==> src/rtl/uart_rx_fifo.sv <==
// uart_rx_fifo: drains bytes from the UART receive controller's holding
// register into a DEPTH-entry FIFO and exposes a pop interface plus sticky
// error flags to the register slave.
//
// Ports:
//   Clk, Resetn            clock (rising edge), asynchronous active-low reset
//   RX_data, RX_empty      byte and Empty flag from the receive controller
//   RX_overrun             controller Overrun flag (edge-detected into sticky)
//   RX_frame_error         controller Frame_error flag (edge-detected into sticky)
//   Unload_data            one-cycle pulse: controller byte has been taken
//   rd_en                  pop request
//   rd_data, rd_valid      registered popped byte and its one-cycle valid
//   flush                  synchronous FIFO clear
//   clear_status           clears both sticky flags
//   fifo_empty, fifo_full  occupancy status (combinational from level)
//   level                  current occupancy, 0..DEPTH
//   overrun_sticky         latched rising edge of RX_overrun
//   frame_err_sticky       latched rising edge of RX_frame_error
//   rx_irq                 level >= THRESHOLD
module uart_rx_fifo #(
    parameter int DEPTH      = 16,
    parameter int ADDR_WIDTH = $clog2(DEPTH),
    parameter int THRESHOLD  = 1
) (
    input  logic                  Clk,
    input  logic                  Resetn,
    input  logic [7:0]            RX_data,
    input  logic                  RX_empty,
    input  logic                  RX_overrun,
    input  logic                  RX_frame_error,
    output logic                  Unload_data,
    input  logic                  rd_en,
    output logic [7:0]            rd_data,
    output logic                  rd_valid,
    input  logic                  flush,
    input  logic                  clear_status,
    output logic                  fifo_empty,
    output logic                  fifo_full,
    output logic [ADDR_WIDTH:0]   level,
    output logic                  overrun_sticky,
    output logic                  frame_err_sticky,
    output logic                  rx_irq
);

    typedef enum logic [1:0] {S_IDLE, S_UNLOAD, S_WAIT} state_t;

    state_t                state_q, state_d;
    logic [7:0]            mem_q [DEPTH];
    logic [ADDR_WIDTH-1:0] wr_ptr_q, wr_ptr_d, rd_ptr_q, rd_ptr_d;
    logic [ADDR_WIDTH:0]   level_q, level_d;
    logic [7:0]            rd_data_q, rd_data_d;
    logic                  rd_valid_q, rd_valid_d;
    logic                  unload_q, unload_d;
    logic                  ovr_prev_q, ovr_prev_d, fe_prev_q, fe_prev_d;
    logic                  ovr_sticky_q, ovr_sticky_d, fe_sticky_q, fe_sticky_d;
    logic                  push, pop;

    assign fifo_empty       = level_q == '0;
    assign fifo_full        = level_q == (ADDR_WIDTH+1)'(DEPTH);
    assign rx_irq           = level_q >= (ADDR_WIDTH+1)'(THRESHOLD);
    assign level            = level_q;
    assign rd_data          = rd_data_q;
    assign rd_valid         = rd_valid_q;
    assign Unload_data      = unload_q;
    assign overrun_sticky   = ovr_sticky_q;
    assign frame_err_sticky = fe_sticky_q;

    // Push uses pre-pop full and pop uses pre-push level, so a full FIFO
    // delays the push and an empty FIFO ignores the pop in a shared cycle.
    assign push = (state_q == S_IDLE) && !RX_empty && !fifo_full && !flush;
    assign pop  = rd_en && !fifo_empty && !flush;

    always_ff @(posedge Clk or negedge Resetn) begin
        if (!Resetn) state_q <= S_IDLE;
        else         state_q <= state_d;
    end

    // S_WAIT holds until the controller raises Empty, so each byte is pushed once.
    always_comb begin
        state_d = S_IDLE;
        case (state_q)
            S_IDLE:   state_d = push ? S_UNLOAD : S_IDLE;
            S_UNLOAD: state_d = S_WAIT;
            S_WAIT:   state_d = RX_empty ? S_IDLE : S_WAIT;
            default:  state_d = S_IDLE;
        endcase
    end

    always_comb begin
        unload_d = push;
    end

    always_comb begin
        wr_ptr_d     = flush ? '0 : wr_ptr_q + ADDR_WIDTH'(push);
        rd_ptr_d     = flush ? '0 : rd_ptr_q + ADDR_WIDTH'(pop);
        level_d      = flush ? '0 : level_q + (ADDR_WIDTH+1)'(push) - (ADDR_WIDTH+1)'(pop);
        rd_data_d    = pop ? mem_q[rd_ptr_q] : rd_data_q;
        rd_valid_d   = pop;
        ovr_prev_d   = RX_overrun;
        fe_prev_d    = RX_frame_error;
        // A new rising edge wins over a coincident clear.
        ovr_sticky_d = (RX_overrun && !ovr_prev_q) || (ovr_sticky_q && !clear_status);
        fe_sticky_d  = (RX_frame_error && !fe_prev_q) || (fe_sticky_q && !clear_status);
    end

    always_ff @(posedge Clk) begin
        if (push) mem_q[wr_ptr_q] <= RX_data;
    end

    always_ff @(posedge Clk or negedge Resetn) begin
        if (!Resetn) begin
            wr_ptr_q     <= '0;
            rd_ptr_q     <= '0;
            level_q      <= '0;
            rd_data_q    <= 8'h00;
            rd_valid_q   <= 1'b0;
            unload_q     <= 1'b0;
            ovr_prev_q   <= 1'b0;
            fe_prev_q    <= 1'b0;
            ovr_sticky_q <= 1'b0;
            fe_sticky_q  <= 1'b0;
        end else begin
            wr_ptr_q     <= wr_ptr_d;
            rd_ptr_q     <= rd_ptr_d;
            level_q      <= level_d;
            rd_data_q    <= rd_data_d;
            rd_valid_q   <= rd_valid_d;
            unload_q     <= unload_d;
            ovr_prev_q   <= ovr_prev_d;
            fe_prev_q    <= fe_prev_d;
            ovr_sticky_q <= ovr_sticky_d;
            fe_sticky_q  <= fe_sticky_d;
        end
    end

endmodule
==> config.mk <==
export PLATFORM = sky130hd
export DESIGN_NAME = uart_rx_fifo
export DESIGN_NICKNAME = d
export VERILOG_FILES = /design/src/rtl/uart_rx_fifo.sv
export SDC_FILE = /design/constraint.sdc
export NUM_CORES = 1
export LEC_CHECK = 0
export CORE_UTILIZATION = 55
export CTS_CLUSTER_SIZE = 25
export DETAILED_ROUTE_END_ITERATION = 10
export GPL_TIMING_DRIVEN = 0
export PLACE_DENSITY = 0.74
export REMOVE_ABC_BUFFERS = 1
export SLEW_MARGIN = 20
export SYNTH_ARGS = -nofsm -noshare
export SYNTH_HDL_FRONTEND = slang
export SYNTH_SLANG_ARGS = --single-unit
export TNS_END_PERCENT = 100
==> constraint.sdc <==
create_clock -name Clk -period 4.65 [get_ports Clk]
set_input_delay 1.395 -clock Clk [delete_from_list [all_inputs] [get_ports Clk]]
set_output_delay 1.395 -clock Clk [all_outputs]
set_load 0.005 [all_outputs]
==> summary.txt, run 1 <==
Power
  – Peak VDD IR: 0.3046 mV
  – Pwr dens: 490.1 nW/µm²
  – Leak: 2.609 nW

Route
  – Vias: 3090
  – Residual DRC count: 0
  – Iter 0 DRT Violations: slightly below 200
  – Post-DR vias/cell: 5.908
  – Antenna viol nets, final: 0
  – Pre-Repair DR Iteration Count: 4
  – Wire per inst: 21.86 µm
  – Final wirelength: 11.43 mm

Timing
  – Worst Setup Slack, final: 0.6335 ns
  – Tmin final: 4.017 ns
  – Final hold vios: 0
  – RSZ-0062 raised after global routing: no
  – Fmax: 249.0 MHz
  – Final Max Tran Viols: 0
  – Worst Max-Slew Pin Slew: ~0.96 ns
  – Final worst path period share: 86.38%
  – Setup-failing EPs final: 0
  – Layout Skew: 0.006747 ns
  – Slew HR: 35.62%

Synth
  – Mean area per synthesized cell: 19.26 µm²
  – Post-synth ARST share: 18.47%
  – Top_reg_cell synth: edfxtp_1
  – Seq cells post-synth: ~160
  – Synth top area cells: edfxtp_1, mux4_1, dfrtp_1
  – Number of flops mapped to enable cells by yosys: roughly 130
  – Register area share after synthesis: 71.66%
  – Synth top area share: 60.28%
  – Synth area leader: edfxtp_1
  – Post-synth cell types: 34
  – Cell area after synthesis: 6376 µm²
  – Post-Synthesis Cells: 331
  – Synth warnings: 0

Clock tree
  – CTS root buf: clkbuf_16
  – Hold Buf Count CTS: 0
  – Maximum root-to-sink buffer count: 2
  – Post-cts resize count: 0
  – H-tree level count: 4
  – Clk sinks: ~160
  – TritonCTS Buffers: 17
  – CTS tree: built
  – Total setup buffers inserted after CTS: 0
  – Skew-Pair Late Insertion Delay: ~0.42 ns
  – Clock transition at path regs: 0.06 ns

Worst hold path
  – Min-delay worst type: reg2reg

Setup path
  – Worst Setup SP: flush
  – Worst EP required: 4.69 ns
  – Setup Crit Path Kind: in2reg
  – Setup crit start kind: input port
  – CP Capture Type: register
  – Worst Path Arrival: ~4.1 ns
  – R2R setup slack: 1.65 ns
  – FF-to-FF path depth: 12
  – Crit path max fanout: 15
  – FF-to-FF End: level[4]
  – Reg2Reg Launch Point: level[2]
  – Worst setup endpoint: mem_q[8][3]

Cells and area
  – Finished Cell Area: 7407 µm²
  – Layout fillers: 733
  – Fraction of layout cells with a size suffix above 1: ~11%
  – Final Instance Count excl. Fillers: approximately 520
  – Final Net Count: roughly 400
  – P&R area growth vs syn: 16.17%
  – Diodes inserted: 0

Place
  – Placed insts: about 490
  – Gpl congestion: between 0.7 and 0.8
  – Placed inst area: 6835 µm²
  – Post-DP HPWL: 6.969 mm
  – Worst slack, placed: approximately 0.19 ns
  – Number of port buffers: 35

GRT
  – Global route total overflow: 0
  – Antenna violations before repair: 0
  – Pin count of the biggest net entering global routing: 35
  – First-pass GRT wire length: 17.47 mm
  – Vias in the first global route: 3086
  – Global-route usage over all layers: approximately 21%

Die
  – Num rows: 38
  – Initial Util: between 50 and 60%
  – Die W: 109.7 µm
  – Num ports: 36
  – Core Area: about 11000 µm²
  – DIE AREA: 12030 µm²
  – Die Ht: 109.7 µm

Run
  – Max cap viols: 0

Status
  – Outcome: finished, final reports clean
-- cell type report --
| cell class | instances | area [µm²] | share of cell area, % |
|---|---|---|---|
| clock buffers | 23 | 457.9 | 6.182 |
| clock inverters | 9 | 113.9 | 1.537 |
| inverters | 13 | 48.80 | 0.6588 |
| multi-input cells | 145 | 1674 | 22.60 |
| flip-flops and latches | 157 | 4572 | 61.72 |
| well taps | 140 | 175.2 | 2.365 |
| repair buffers | 36 | 365.4 | 4.932 |
-- how the worst min path moves through the flow --
stage / cells past startpoint / endpoint / startpoint
floorplan: 1 / frame_err_sticky / fe_prev_q
global placement: 1 / frame_err_sticky / fe_prev_q
detailed placement: 1 / overrun_sticky / ovr_prev_q
CTS: 1 / frame_err_sticky / fe_prev_q
global route: 1 / frame_err_sticky / fe_prev_q
finish: 1 / frame_err_sticky / fe_prev_q
-- per-layer routing --
metal  routed length, µm  GRT usage [%]  up-vias
met3                 456          5.335       22
li1                    -              -     1411
met1                5034          28.10     1578
met4                 267          10.10        0
met2                5672          33.96       79
met5                   0              0        -
-- sequential cells by signal, indices dropped and copies added, names as in the netlist, 2 cells and up --
register / cells
wr_ptr_q: 4
state_q: 2
rd_data: 8
rd_ptr_q: 4
mem_q: 128
level: 5
-- synth_stat cells (all sizes together), types with 8 or more instances --
library cell	number
edfxtp	128
mux4	32
dfrtp	29
nor2	25
buf	13
inv	13
ha	12
o22ai	11
a211oi	8
a21o	8
mux2i	8
-- per-stage QoR --
stage	setup TNS, ns	total power [mW]	utilization, %	hold slack (ns)
2_1_floorplan	0	2.054	-	0.4095
3_3_place_gp	-0.8310	2.307	61.36	0.4231
3_5_place_dp	0	2.336	61.70	0.4362
4_1_cts	0	3.663	66.86	0.4422
5_1_grt	0	3.792	66.86	0.4587
6_report	0	3.630	66.86	0.4369
-- layout by cell type, fill, tap and decap left out, types with 2 or more instances in the layout --
| master | n |
|---|---|
| inv_1 | 13 |
| nand2_1 | 3 |
| dfrtp_2 | 2 |
| o21bai_1 | 2 |
| mux4_1 | 32 |
| clkdlybuf4s50_1 | 34 |
| clkinv_4 | 2 |
| mux2i_1 | 8 |
| nor2_1 | 24 |
| nand3_1 | 3 |
| ha_1 | 12 |
| nand3b_1 | 2 |
| edfxtp_1 | 128 |
| bufinv_16 | 2 |
| clkinvlp_4 | 3 |
| nor3_2 | 4 |
| xor2_1 | 2 |
| a21o_1 | 8 |
| clkbuf_16 | 17 |
| nand2b_1 | 3 |
| o22ai_1 | 11 |
| xnor2_1 | 6 |
| a21oi_1 | 2 |
| dfrtp_1 | 27 |
| clkbuf_1 | 5 |
| nor2b_1 | 6 |
| a211oi_1 | 8 |
-- kinds of logic (layout without fill, tap and decap cells) --
kind of cell | count (synthesis) | count (layout) | synth area share [%]
compound gates | 31 | 31 | 3.356
xor+xnor | 8 | 8 | 1.099
flops | 157 | 157 | 71.66
simple gates | 52 | 52 | 4.200
fa+ha+maj | 13 | 13 | 2.669
mux | 41 | 41 | 14.62
buf+inv | 29 | 81 | 2.394
-- power breakdown --
part,switching [mW],total (mW),internal [mW]
logic,0.261,0.629,0.369
clock network,0.522,1.33,0.806
registers,0.0698,1.67,1.60
-- critical path, stage by stage --
cell and delay, ns:
clkdlybuf4s50_1 0.71, or4_4 0.55, nor2_2 0.36, nand2_1 0.24
nor2_1 0.79
Power figures use the tool's default switching activity.
==> run 2, diff against run 1 <==
--- a/config.mk
+++ b/config.mk
@@ -12,5 +12,4 @@
 export PLACE_DENSITY = 0.74
 export REMOVE_ABC_BUFFERS = 1
-export SLEW_MARGIN = 20
 export SYNTH_ARGS = -nofsm -noshare
 export SYNTH_HDL_FRONTEND = slang
==> constraint.sdc (replaced) <==
create_clock -name Clk -period 4.65 [get_ports Clk]
set_input_delay 0.93 -clock Clk [delete_from_list [all_inputs] [get_ports Clk]]
set_output_delay 0.93 -clock Clk [all_outputs]
set_load 0.005 [all_outputs]
==> summary.txt, run 2 (synthesized netlist as in run 1, its figures left out) <==
Clock tree
  – Maximum root-to-sink buffer count: 2 (unchanged)
  – Clock transition at path regs: 0.06 ns (about the same)
  – TritonCTS Buffers: 17 (unchanged)
  – Total setup buffers inserted after CTS: 0 (unchanged)
  – CTS root buf: clkbuf_16
  – H-tree level count: 4 (unchanged)
  – Post-cts resize count: 0 (unchanged)
  – Hold Buf Count CTS: 0 (unchanged)
  – CTS tree: built
  – Skew-Pair Late Insertion Delay: 0.42 ns (about the same)
  – Clk sinks: 157 (unchanged)

Place
  – Worst slack, placed: 0.3167 ns (+0.1291 ns)
  – Gpl congestion: 0.7497 (unchanged)
  – Placed inst area: 6799 µm² (-0.53%)
  – Number of port buffers: 35 (unchanged)
  – Placed insts: 490 (-0.20%)
  – Post-DP HPWL: 6.863 mm (-1.5%)

Timing
  – Setup-failing EPs final: 0 (unchanged)
  – RSZ-0062 raised after global routing: no
  – Layout Skew: 0.009751 ns (+0.003005 ns)
  – Post-Route Setup TNS: 0 ns (unchanged)
  – Tmin final: 3.896 ns (-0.1204 ns)
  – Final Max Tran Viols: 0 (unchanged)
  – Final worst path period share: 83.79% (-2.6 points)
  – Slew HR: 5.897% (-30 points)
  – Fmax: 256.7 MHz (+3.1%)
  – Worst Setup Slack, final: 0.7539 ns (+0.1204 ns)
  – Final hold vios: 0 (unchanged)
  – Worst Max-Slew Pin Slew: 1.401 ns (+0.4386 ns)

Power
  – Sw Pwr: 0.8498 mW (-0.31%)
  – P_int: 2.810 mW (+1.2%)
  – Leak: 2.605 nW (-0.17%)
  – Clock Power Share: 37.4% (+0.8 points)
  – Sequential share of power: 46.3% (+0.2 points)
  – Comb power frac: 16.3% (-1.0 points)
  – Switch share: 23.22% (-0.26 points)
  – Pwr dens: 494.9 nW/µm² (+0.99%)
  – Peak VDD IR: 0.3204 mV (+5.2%)
  – Overall Power: 3.660 mW (+0.82%)

Route
  – Antenna viol nets, final: 0 (unchanged)
  – Iter 0 DRT Violations: 145 (-25%)
  – Final wirelength: 11.26 mm (-1.5%)
  – Residual DRC count: 0 (unchanged)
  – Vias: 3107 (+0.55%)
  – Wire per inst: 21.58 µm (-1.3%)
  – Post-DR vias/cell: 5.952 (+0.74%)
  – Pre-Repair DR Iteration Count: 4 (unchanged)

Die
  – Die W: 109.7 µm (unchanged)
  – Num rows: 38 (unchanged)
  – Core Area: 11080 µm² (unchanged)
  – DIE AREA: 12030 µm² (unchanged)
  – Die Ht: 109.7 µm (unchanged)
  – Num ports: 36 (unchanged)
  – Initial Util: 57.56% (unchanged)

Setup path
  – Crit path max fanout: 15 (unchanged)
  – R2R setup slack: 1.61 ns (-0.04 ns)
  – Setup crit start kind: input port
  – FF-to-FF path depth: 6 (-6)
  – Worst Path Arrival: 3.92 ns (-0.14 ns)
  – Worst EP required: 4.67 ns (-0.02 ns)
  – Setup Crit Path Kind: in2reg
  – CP Capture Type: register

Worst hold path
  – Min-delay worst type: reg2reg
  – Worst Hold Depth: 1 (unchanged)

Cells and area
  – Final Net Count: 398 (-0.25%)
  – Diodes inserted: 0 (unchanged)
  – Largest Register: mem_q
  – Most frequent cells in the layout: edfxtp_1, clkdlybuf4s50_1, mux4_1, dfrtp_1, nor2_1
  – Finished Cell Area: 7395 µm² (-0.17%)
  – Most common cell after layout, fill and taps aside: edfxtp_1
  – Max FFs per register: 128 (unchanged)
  – Fraction of layout cells with a size suffix above 1: 9.948% (-0.76 points)
  – Final Instance Count excl. Fillers: 522 (-0.19%)
  – P&R area growth vs syn: 15.97%

GRT
  – First-pass GRT wire length: 16.96 mm (-2.9%)
  – Vias in the first global route: 3057 (-0.94%)
  – Pin count of the biggest net entering global routing: 35 (unchanged)
  – Global-route usage over all layers: 20.81% (-0.62 points)
  – Global route total overflow: 0 (unchanged)
  – Antenna violations before repair: 0 (unchanged)

Run
  – Max cap viols: 0 (unchanged)

Status
  – Outcome: finished, final reports clean
run 2: cell count changes in the layout (fill, tap and decap cells not counted):
cell	before	now
clkinvlp_4	3	2
clkbuf_8	1	0
nor3_2	4	3
clkbuf_1	5	6
bufinv_16	2	3
clkinv_4	2	1
buf_12	1	0
inv_6	1	2
nor3_1	0	1
run 2: cell type report:
| class | count | area, µm² |
|---|---|---|
| flip-flops and latches | 157 | 4572 |
| fillers | 724 | 3684 |
| multi-input cells | 145 | 1669 |
| clock buffers | 23 | 447.9 |
| repair buffers | 35 | 345.3 |
| well taps | 140 | 175.2 |
| clock inverters | 9 | 136.4 |
| inverters | 13 | 48.80 |
run 2: worst paths after layout:
check | from | to
max | flush | mem_q[6][4]
min reg2reg | fe_prev_q | frame_err_sticky
max in group asynchronous | Resetn | rd_ptr_q[0]
max reg2reg | level[2] | mem_q[6][4]
min | fe_prev_q | frame_err_sticky
min in group asynchronous | Resetn | level[4]
run 2: metrics by stage:
step	hold WS (ns)	util, %
final	0.4357	66.75
after global routing	0.4539	66.75
after CTS	0.4429	66.65
after detailed placement	0.4280	61.37
after global placement	0.4231	61.36
after floorplan	0.4095	-
run 2: power groups by stage:
stage                     sequential, mW  clock, mW  combinational, mW
final                               1.69       1.37              0.595
after global routing                1.71       1.45              0.661
after CTS                           1.70       1.38              0.605
after detailed placement            1.72          0              0.601
after global placement              1.72          0              0.588
after floorplan                     1.71          0              0.349
run 2: worst max-delay path, cell delays in order:
cell and delay, ns:
clkdlybuf4s50_1 0.73, or4_4 0.56, nor2_2 0.35, nand3_1 0.24
nor3_1 1.11
run 2: per-layer routing:
layer  vias to the layer above  wire, µm  share of wire, %  track usage [%]
met4                         0       274               2.4            11.43
met2                       105      5589                50            33.15
li1                       1409         -                 -                -
met1                      1572      4798                43            26.90
met3                        21       601               5.3            4.505
met5                         -         0                 0                0
